**config.mk**
```make
export PLATFORM = sky130hd
export DESIGN_NAME = switchbox_cfg_loader_flat
export DESIGN_NICKNAME = d
export VERILOG_FILES = /design/src/rtl/switchbox_pkg.sv /design/src/rtl/switchbox_cfg_loader_if.sv /design/src/rtl/switchbox_entry_check.sv /design/src/rtl/switchbox_cfg_loader.sv /design/src/flat_wrapper.sv
export SDC_FILE = /design/constraint.sdc
export NUM_CORES = 1
export LEC_CHECK = 0
export CORE_UTILIZATION = 40
export CTS_BUF_LIST = sky130_fd_sc_hd__clkbuf_16
export DETAILED_ROUTE_END_ITERATION = 12
export GPL_TIMING_DRIVEN = 0
export HOLD_SLACK_MARGIN = 0.02
export SETUP_SLACK_MARGIN = 0.1
export SLEW_MARGIN = 20
export SYNTH_ARGS = -nofsm -noshare
export SYNTH_HDL_FRONTEND = slang
export SYNTH_SLANG_ARGS = --single-unit
export TNS_END_PERCENT = 1
```
**constraint.sdc**
```tcl
create_clock -name clk -period 19 [get_ports clk]
set_clock_uncertainty 0.15 [all_clocks]
set_input_delay 4.75 -clock clk [delete_from_list [all_inputs] [get_ports clk]]
set_output_delay 4.75 -clock clk [all_outputs]
set_load 0.005 [all_outputs]
```
**src/rtl/switchbox_pkg.sv**
```systemverilog
// Shared definitions for the 5x4 routing switch box configuration path.
// Holds the geometry (NTOP, NSIDE), the entry format width (FW), the frame
// sync byte, the side-code constants used in an entry's select field, the
// loader state enum and helpers mapping a frame entry slot to its own
// side/position.
package switchbox_pkg;

    localparam int NTOP     = 5;
    localparam int NSIDE    = 4;
    localparam int FW       = 6;
    localparam int NENT     = 2 * NTOP + 2 * NSIDE;
    localparam int PAY_BITS = NENT * FW;

    localparam logic [7:0] SYNC = 8'hA5;

    localparam logic [2:0] SIDE_NONE   = 3'd0;
    localparam logic [2:0] SIDE_TOP    = 3'd1;
    localparam logic [2:0] SIDE_RIGHT  = 3'd2;
    localparam logic [2:0] SIDE_BOTTOM = 3'd3;
    localparam logic [2:0] SIDE_LEFT   = 3'd4;

    typedef enum logic [1:0] {
        HUNT    = 2'd0,
        PAYLOAD = 2'd1,
        CSUM    = 2'd2,
        VERIFY  = 2'd3
    } state_t;

    // Frame slot order: top[0..4], bottom[0..4], left[0..3], right[0..3].
    function automatic logic [2:0] entry_side(input int k);
        if (k < NTOP)                    return SIDE_TOP;
        else if (k < 2 * NTOP)           return SIDE_BOTTOM;
        else if (k < 2 * NTOP + NSIDE)   return SIDE_LEFT;
        else                             return SIDE_RIGHT;
    endfunction

    function automatic logic [2:0] entry_pos(input int k);
        int p;
        if (k < NTOP)                    p = k;
        else if (k < 2 * NTOP)           p = k - NTOP;
        else if (k < 2 * NTOP + NSIDE)   p = k - 2 * NTOP;
        else                             p = k - 2 * NTOP - NSIDE;
        return 3'(p);
    endfunction

endpackage

```
**src/rtl/switchbox_cfg_loader_if.sv**
```systemverilog
// Serial configuration handshake between a bitstream source (master) and
// the switch box configuration loader (slave).
//   cfg_valid : source presents a bit
//   cfg_bit   : serial data bit
//   cfg_ready : loader accepts a bit this cycle
// A bit transfers on a rising clock edge where cfg_valid && cfg_ready.
interface switchbox_cfg_loader_if;

    logic cfg_valid;
    logic cfg_bit;
    logic cfg_ready;

    modport master (output cfg_valid, output cfg_bit, input  cfg_ready);
    modport slave  (input  cfg_valid, input  cfg_bit, output cfg_ready);

endinterface

```
**src/rtl/switchbox_entry_check.sv**
```systemverilog
// Combinational validity check of one routing entry.
//   entry    : [FW-1:3] source index, [2:0] source side code
//   own_side : side code of the wire this entry drives
//   own_pos  : position of that wire on its side
//   ok       : 1 when the entry selects an existing wire and is no self-loop
module switchbox_entry_check
    import switchbox_pkg::*;
(
    input  logic [FW-1:0] entry,
    input  logic [2:0]    own_side,
    input  logic [2:0]    own_pos,
    output logic          ok
);

    logic [2:0] sel;
    logic [2:0] idx;

    assign sel = entry[2:0];
    assign idx = entry[FW-1:3];

    always_comb begin
        ok = 1'b1;
        if (sel > SIDE_LEFT)
            ok = 1'b0;
        if ((sel == SIDE_TOP || sel == SIDE_BOTTOM) && idx >= 3'(NTOP))
            ok = 1'b0;
        if ((sel == SIDE_RIGHT || sel == SIDE_LEFT) && idx >= 3'(NSIDE))
            ok = 1'b0;
        // A wire may not be driven from itself.
        if (sel == own_side && idx == own_pos)
            ok = 1'b0;
    end

endmodule

```
**src/rtl/switchbox_cfg_loader.sv**
```systemverilog
// Serial configuration loader for the 5x4 routing switch box.
// Hunts for the sync byte, shifts 18 six-bit entries into a shadow
// register, receives an 8-bit checksum, then validates and commits the
// shadow to the active select outputs in a single edge.
//   clk, rst     : clock, asynchronous active-high reset
//   cfg          : serial bit handshake (slave side)
//   cfg_top/bottom/left/right : active entries, entry i at [i*FW +: FW]
//   busy         : frame in progress (state is not HUNT)
//   cfg_done     : one-cycle pulse, frame committed
//   cfg_err      : one-cycle pulse, frame rejected
module switchbox_cfg_loader
    import switchbox_pkg::*;
(
    input  logic                  clk,
    input  logic                  rst,
    switchbox_cfg_loader_if.slave cfg,
    output logic [NTOP*FW-1:0]    cfg_top,
    output logic [NTOP*FW-1:0]    cfg_bottom,
    output logic [NSIDE*FW-1:0]   cfg_left,
    output logic [NSIDE*FW-1:0]   cfg_right,
    output logic                  busy,
    output logic                  cfg_done,
    output logic                  cfg_err
);

    localparam logic [6:0] PCNT_LAST = 7'(PAY_BITS - 1);

    state_t              state;
    logic [7:0]          window;
    logic [PAY_BITS-1:0] shadow;
    logic [6:0]          pcnt;
    logic [2:0]          ccnt;
    logic [7:0]          csum_rx;

    logic [FW-1:0]       ent [NENT];
    logic [NENT-1:0]     ent_ok;
    logic [7:0]          csum_calc;
    logic                xfer;
    logic                frame_good;

    assign cfg.cfg_ready = (state != VERIFY);
    assign busy          = (state != HUNT);
    assign xfer          = cfg.cfg_valid && cfg.cfg_ready;

    // The first entry received ends up in the top bits of the shadow.
    always_comb begin
        for (int k = 0; k < NENT; k++)
            ent[k] = shadow[PAY_BITS-1-k*FW -: FW];
    end

    always_comb begin
        csum_calc = 8'd0;
        for (int k = 0; k < NENT; k++)
            csum_calc = csum_calc + {2'b00, ent[k]};
    end

    for (genvar k = 0; k < NENT; k++) begin : g_check
        switchbox_entry_check u_check (
            .entry    (ent[k]),
            .own_side (entry_side(k)),
            .own_pos  (entry_pos(k)),
            .ok       (ent_ok[k])
        );
    end

    assign frame_good = (&ent_ok) && (csum_calc == csum_rx);

    always_ff @(posedge clk or posedge rst) begin
        if (rst) begin
            state      <= HUNT;
            window     <= '0;
            shadow     <= '0;
            pcnt       <= '0;
            ccnt       <= '0;
            csum_rx    <= '0;
            cfg_top    <= '0;
            cfg_bottom <= '0;
            cfg_left   <= '0;
            cfg_right  <= '0;
            cfg_done   <= 1'b0;
            cfg_err    <= 1'b0;
        end else begin
            cfg_done <= 1'b0;
            cfg_err  <= 1'b0;
            case (state)
                HUNT: begin
                    if (xfer) begin
                        // Window is cleared on sync so a later hunt starts fresh.
                        if ({window[6:0], cfg.cfg_bit} == SYNC) begin
                            window <= '0;
                            pcnt   <= '0;
                            state  <= PAYLOAD;
                        end else begin
                            window <= {window[6:0], cfg.cfg_bit};
                        end
                    end
                end
                PAYLOAD: begin
                    if (xfer) begin
                        shadow <= {shadow[PAY_BITS-2:0], cfg.cfg_bit};
                        if (pcnt == PCNT_LAST) begin
                            pcnt  <= '0;
                            ccnt  <= '0;
                            state <= CSUM;
                        end else begin
                            pcnt <= pcnt + 7'd1;
                        end
                    end
                end
                CSUM: begin
                    if (xfer) begin
                        csum_rx <= {csum_rx[6:0], cfg.cfg_bit};
                        if (ccnt == 3'd7) begin
                            ccnt  <= '0;
                            state <= VERIFY;
                        end else begin
                            ccnt <= ccnt + 3'd1;
                        end
                    end
                end
                VERIFY: begin
                    if (frame_good) begin
                        for (int i = 0; i < NTOP; i++) begin
                            cfg_top[i*FW +: FW]    <= ent[i];
                            cfg_bottom[i*FW +: FW] <= ent[NTOP+i];
                        end
                        for (int i = 0; i < NSIDE; i++) begin
                            cfg_left[i*FW +: FW]  <= ent[2*NTOP+i];
                            cfg_right[i*FW +: FW] <= ent[2*NTOP+NSIDE+i];
                        end
                        cfg_done <= 1'b1;
                    end else begin
                        cfg_err <= 1'b1;
                    end
                    state <= HUNT;
                end
                default: state <= HUNT;
            endcase
        end
    end

endmodule

```
**src/flat_wrapper.sv**
```systemverilog
// flat-port wrapper written by rule: the top's interface ports become plain ports
module switchbox_cfg_loader_flat import switchbox_pkg::*;
  (clk, rst, cfg_top, cfg_bottom, cfg_left, cfg_right, busy, cfg_done, cfg_err, cfg_cfg_valid, cfg_cfg_bit, cfg_cfg_ready);
  switchbox_cfg_loader_if cfg_i ();
  input  logic clk;
  input  logic rst;
  output logic [NTOP*FW-1:0] cfg_top;
  output logic [NTOP*FW-1:0] cfg_bottom;
  output logic [NSIDE*FW-1:0] cfg_left;
  output logic [NSIDE*FW-1:0] cfg_right;
  output logic busy;
  output logic cfg_done;
  output logic cfg_err;
  input wire logic [$bits(cfg_i.cfg_valid)-1:0] cfg_cfg_valid;
  input wire logic [$bits(cfg_i.cfg_bit)-1:0] cfg_cfg_bit;
  output wire logic [$bits(cfg_i.cfg_ready)-1:0] cfg_cfg_ready;
  assign cfg_i.cfg_valid = cfg_cfg_valid;
  assign cfg_i.cfg_bit = cfg_cfg_bit;
  assign cfg_cfg_ready = cfg_i.cfg_ready;
  switchbox_cfg_loader u_core (.clk(clk), .rst(rst), .cfg(cfg_i), .cfg_top(cfg_top), .cfg_bottom(cfg_bottom), .cfg_left(cfg_left), .cfg_right(cfg_right), .busy(busy), .cfg_done(cfg_done), .cfg_err(cfg_err));
endmodule
```
-- Yosys cells after proc, flatten, opt, wreduce, memory -nomap -nowiden
Index checks and enable logic that the tools add are counted.
- register bits after elaboration: 245
- output and inout bits: 112
- add/sub/neg operators: 19
- magnitude comparators: 54
- eq/ne operators: 100
- muxes and demuxes: 94
- reductions and logical operators: 108
- operators by type and width (kind ; count):
    == test 3 x 2 -> 1 bit, second input constant ; 44
    adder 8 x 6 -> 8 bit ; 16
    greater-or-equal comparator 3 bit, second input constant ; 36
    2-to-1 mux 1 bit ; 76
    == test 3 x 1 -> 1 bit, second input constant ; 22
    == test 3 bit, second input constant ; 21
    logical AND 1 bit ; 56
    greater-than comparator 3 bit, second input constant ; 18
    logical OR 1 bit ; 36
    2-to-1 mux 7 bit ; 5
    AND reduction 18 bit ; 1
    one-hot mux 7 bit (2 select lines) ; 1
    zero test 3 bit ; 4
    2-to-1 mux 2 bit ; 6
    2-to-1 mux 3 bit ; 4
    inequality test 2 x 1 -> 1 bit, second input constant ; 6
    == test 8 bit ; 1
    == test 8 bit, second input constant ; 1
    one-hot mux 2 bit (4 select lines) ; 1
    AND reduction 2 bit ; 4
    AND reduction 4 bit ; 2
    adder 6 x 6 -> 7 bit ; 1
    adder 7 x 1 -> 7 bit, second input constant ; 1
    == test 7 bit, second input constant ; 1
    8 further kinds ; 11

-- Depth between registers and ports, before layout
- word-level depth: 21
- gate-level depth with buffers: 24

-- Cells and area by module
From an unflattened synthesis, not the netlist that was laid out.
- cells, all modules: 1027
- area, all modules: 13680.6 µm²
- modules (own cells, without submodules) (module ; instances ; cells an instance ; area an instance (µm²) ; seq. area each (µm²)):
    switchbox_cfg_loader ; 1 ; 811 ; 11946.5 ; 6130.9
    switchbox_entry_check ; 18 ; 12 ; 96.3 ; 0.0

-- Least setup slack after synthesis
OpenSTA, ideal clock, no wires.
- path type: register -> register
- from: register u_core.shadow[102] (netlist: u_core.ent[102])
- to: register u_core.cfg_top[0]
- setup time: 0.128 ns
- data arrival time: 6.832 ns
- data required time: 18.722 ns
- path slack: 11.890 ns
- stages on the path, launching flop included: 25
- cells stage by stage: dfrtp_1 > ha_1 > inv_1 > fa_1 > inv_1 > a21oi_1 > o21bai_1 > xnor2_1 > fa_1 > fa_1 > fa_1 > fa_1 > fa_1 > fa_1 > inv_1 > ha_1 > xnor2_1 > xnor2_1 > nand4_1 > nor4_1 > nand4_1 > nor4_4 > buf_4 > buf_4 > mux2_1
- word-level cells in the longest chain between the ends: 20
- ends and longest elaborated chain (item ; RTL line ; source):
    start: declaration ; switchbox_cfg_loader.sv:30 ; logic [PAY_BITS-1:0] shadow;
    start signal: assignment ; switchbox_cfg_loader.sv:100 ; shadow <= {shadow[PAY_BITS-2:0], cfg.cfg_bit};
    adder 6 x 6 -> 7 bit ; switchbox_cfg_loader.sv:54 ; csum_calc = csum_calc + {2'b00, ent[k]};
    adder 8 x 6 -> 8 bit (16 in a row) ; switchbox_cfg_loader.sv:54 ;
    == test 8 bit ; switchbox_cfg_loader.sv:66 ; assign frame_good = (&ent_ok) && (csum_calc == csum_rx);
    logical AND 1 bit ; switchbox_cfg_loader.sv:66 ;
    AND reduction 2 bit (no line) ; - ;
    end signal: indexed assignment ; switchbox_cfg_loader.sv:124 ; cfg_top[i*FW +: FW] <= ent[i];
    end: declaration ; switchbox_cfg_loader.sv:17 ; output logic [NTOP*FW-1:0] cfg_top,
Parallel ways exist; a longest one is shown, timed or not.
A chain may end at the register's enable or synchronous reset.

-- Final worst setup path
- from: register u_core.shadow[96] (netlist: u_core.ent[96])
- to: register u_core.cfg_top[12]
- word-level cells in the longest chain between the ends: 20
- ends and longest elaborated chain (item ; RTL line):
    adder 6 x 6 -> 7 bit ; switchbox_cfg_loader.sv:54
    adder 8 x 6 -> 8 bit (16 in a row) ; switchbox_cfg_loader.sv:54
    == test 8 bit ; switchbox_cfg_loader.sv:66
    logical AND 1 bit (*) ; switchbox_cfg_loader.sv:66
    AND reduction 2 bit (no line) (*) ; -
Mark *: on every way between the ends. The rest lies on a longest branch, timed or not.

==> flow_summary.toml <==
[timing]
rsz0062_at_grt = "no"
fmax_mhz = 115
timing.final.crit_share_pct = 45.8
relSlewSlack_pct = 32.7
drv_slew = 0
worst_hold_slack_ns = 0.336
final.setup.tns_ns = 0
setup_viol = 0
layout_min_cycle_time_ns = 8.69
worst_pin_slew_ns = 1.00
hold_viol_final = 0

[power]
power_frac_comb_pct = 36.0
p_switching_mw = 0.611
power_mw = 1.77
pwr-share-seq_pct = 35.5
leakage_nw = 6.95
vdd_drop_max_mv = 0.0647
internal_power_mw = 1.15
p_clk_share_pct = 28.5
swShare_pct = 34.6
powerDensity_nw_per_um2 = 117

[route]
wl_per_cell_um = 18.2
drtPass1Iterations = 10
drc = 8
vias = 7630
wirelength_mm = 27.7
drt-initial-drc-count = 360
vias_per_cell = 5.01
ant_nets = 0

[synthesis]
ys_ff_latch = 245
synth.top_cell.area_share_pct = 48.7
synth_cell_types = 55
syn_area_per_cell_um2 = 13.1
synth_area_leaders = "dfrtp_1 (49%), mux2_2 (16%), fa_1 (14%)"
synth_fp_nets = 1080
yosysWarnings = 0
yosysMostFrequentCell = "dfrtp_1"
ys.flop_type = "dfrtp_1"
ys_seq_area_share_pct = 48.7
synth_edf_count = 0
synthArstFlopShare_pct = 100
mappedNetlistArea_um2 = 12600
synth_top_cell_by_area = "dfrtp_1"
syn_inst = 962
synth.top_cells.by_count = "dfrtp_1 (245), mux2_2 (183), inv_1 (98)"

[outcome]
outcome = "finished with violations"
violations = "design-rule violations"

[floorplanning]
die_area_um2 = 32200
io_pins = 116
rows = 64
initial_core_util_pct = 40.9
core-area_um2 = 30700
die_h_um = 179
die_w_um = 179

[place]
routabilityCongestion = 0.809
portBuffers = 115
place_area_um2 = 14300
hpwl_mm = 20.6

[critical_path]
rrSetupSlack_ns = 10.31
ff2ff_path_depth = 24
path_max_fanout = 10
critPathCaptureType = "register"
cp.arrival_ns = 8.95
r2r_end = "u_core.cfg_top[12]"
start_kind = "register"
crit_top_cell = "fa_1"
worst_path_max_delay_cell = "nor4_4"
path_cells = "ha_1 > inv_1 > fa_1 > inv_1 > a21oi_1 > o21bai_1 > xnor2_1 > fa_1 > fa_1 > fa_1 > fa_1 > fa_1 > fa_1 > inv_1 > ha_1 > xnor2_1 > xnor2_1 > nand4_1 > nor4_1 > nand4_1 > nor4_4 > buf_4 > buf_4 > mux2_1"
r2r_start = "u_core.ent[96]"
criticalPathCategory = "register to register"
crit_required_ns = 19.26
crit_path_max_incr_delay_ns = 0.79

[min_path]
whs_endpoint = "u_core.cfg_top[14]"
hold_depth = 1
hold_path_class = "register to register"
min_from = "u_core.cfg_top[14]"

[clock_tree]
clockBufferDepth = 3
hold_buffers = 0
path_clk_slew_ns = 0.06
cts_tree = "done"
cts_buffers = 27
cts_resized = 0
post_cts_buffers = 0
htreeDepth = 1
cts_sinks = 245
clock_latency_ns = 0.53
cts_root_buffer = "clkbuf_16"

[layout]
layout.nets = 1226
antenna_cells = 0
utilization_pct = 49.2
fillers = 2812
final_area_um2 = 15100
syn_to_final_growth_pct = 20.3
drive_above_1_share_pct = 21.2

[global_routing]
antenna_found_initial = 0
grt_pass1_wl_mm = 45.2
grt_pass1_vias = 8186
grt_usage_pct = 18.2
gr-total-overflow = 0
grt_max_degree = 107

[job]
max-cap-violations = 0
[stage by stage]
stage,setup slack (ns),instances
2_1_floorplan,7.37,962
3_3_place_gp,4.06,1473
3_5_place_dp,10.29,1475
4_1_cts,10.26,1522
5_1_grt,9.92,1522
6_report,10.31,1522
[critical path, delay by kind of cell (launching register included)]
family                   cells  cell delay (ns)
buffers and inverters        5             0.75
flip-flops                   1             0.47
AO/OA/AOI/OAI                2             0.26
adder cells (fa/ha/maj)      9             4.16
AND/OR/NAND/NOR              4             1.80
multiplexers                 1             0.34
XOR/XNOR                     3             0.63
[cells in the final DEF (no fill, tap or decap), types with 14 or more instances in the layout]
cell	synthesis	routed
dfrtp_1	245	245
mux2_2	183	183
clkdlybuf4s50_1	0	115
inv_1	98	100
fa_1	85	85
o21ai_0	61	61
nand2_1	54	54
ha_1	29	29
clkbuf_16	0	27
mux2_1	20	20
xnor2_1	19	19
a21oi_1	16	16
clkbuf_1	14	14
nor2_1	14	14
[flip-flops by register name, indices dropped and copies added, names as in the netlist, 2 cells and up]
name               flops
u_core.state           2
u_core.cfg_bottom     30
u_core.ccnt            3
u_core.csum_rx         8
u_core.ent           108
u_core.pcnt            7
u_core.cfg_left       24
u_core.cfg_top        30
u_core.window          7
u_core.cfg_right      24
[cell type report]
cell class / count / area [um^2] / share of cell area, %
well taps: 396 / 495 / 3.27
clock inverters: 20 / 169 / 1.12
plain buffers: 27 / 123 / 0.810
flip-flops and latches: 245 / 6130 / 40.5
repair buffers: 117 / 1210 / 7.97
clock buffers: 27 / 676 / 4.46
inverters: 98 / 375 / 2.48
multi-input cells: 592 / 5970 / 39.4
[kinds of logic after synthesis]
family,Yosys count,share of synthesized area (%)
xor gates and xnor gates,23,1.60
buffers and inverters,125,3.90
and+or+nand+nor,129,5.30
DFF,245,48.7
muxes,204,18.2
AOI/OAI and AO/OA,120,5.70
adders and majority gates,116,16.6
[metal layers]
| layer | GRT usage, % | part of all wire [%] | vias to the layer above |
|---|---|---|---|
| met3 | 2.49 | 4.2 | 43 |
| met4 | 5.11 | 2.3 | 0 |
| met2 | 29.0 | 47 | 143 |
| met1 | 26.0 | 46 | 3872 |
| li1 | - | - | 3572 |
| met5 | 0 | 0 | - |
[power groups by stage]
stage / clock [mW] / sequential [mW] / combinational [mW]
6_report: 0.504 / 0.626 / 0.636
5_1_grt: 0.536 / 0.635 / 0.717
4_1_cts: 0.518 / 0.627 / 0.645
3_5_place_dp: 0 / 0.636 / 0.640
3_3_place_gp: 0 / 0.635 / 0.625
2_1_floorplan: 0 / 0.617 / 0.480
[how the worst max path moves through the flow]
stage	startpoint	to	slack (ns)	cells after the start
floorplan	rst	u_core.ccnt[0]	7.37	1
global placement	rst	u_core.cfg_bottom[13]	4.06	2
detailed placement	u_core.ent[96]	u_core.cfg_top[13]	10.29	24
CTS	u_core.ent[96]	u_core.cfg_top[12]	10.26	24
global route	u_core.ent[96]	u_core.cfg_top[14]	9.92	24
finish	u_core.ent[96]	u_core.cfg_top[12]	10.31	24
No activity file was read; power rests on OpenSTA's default activity.
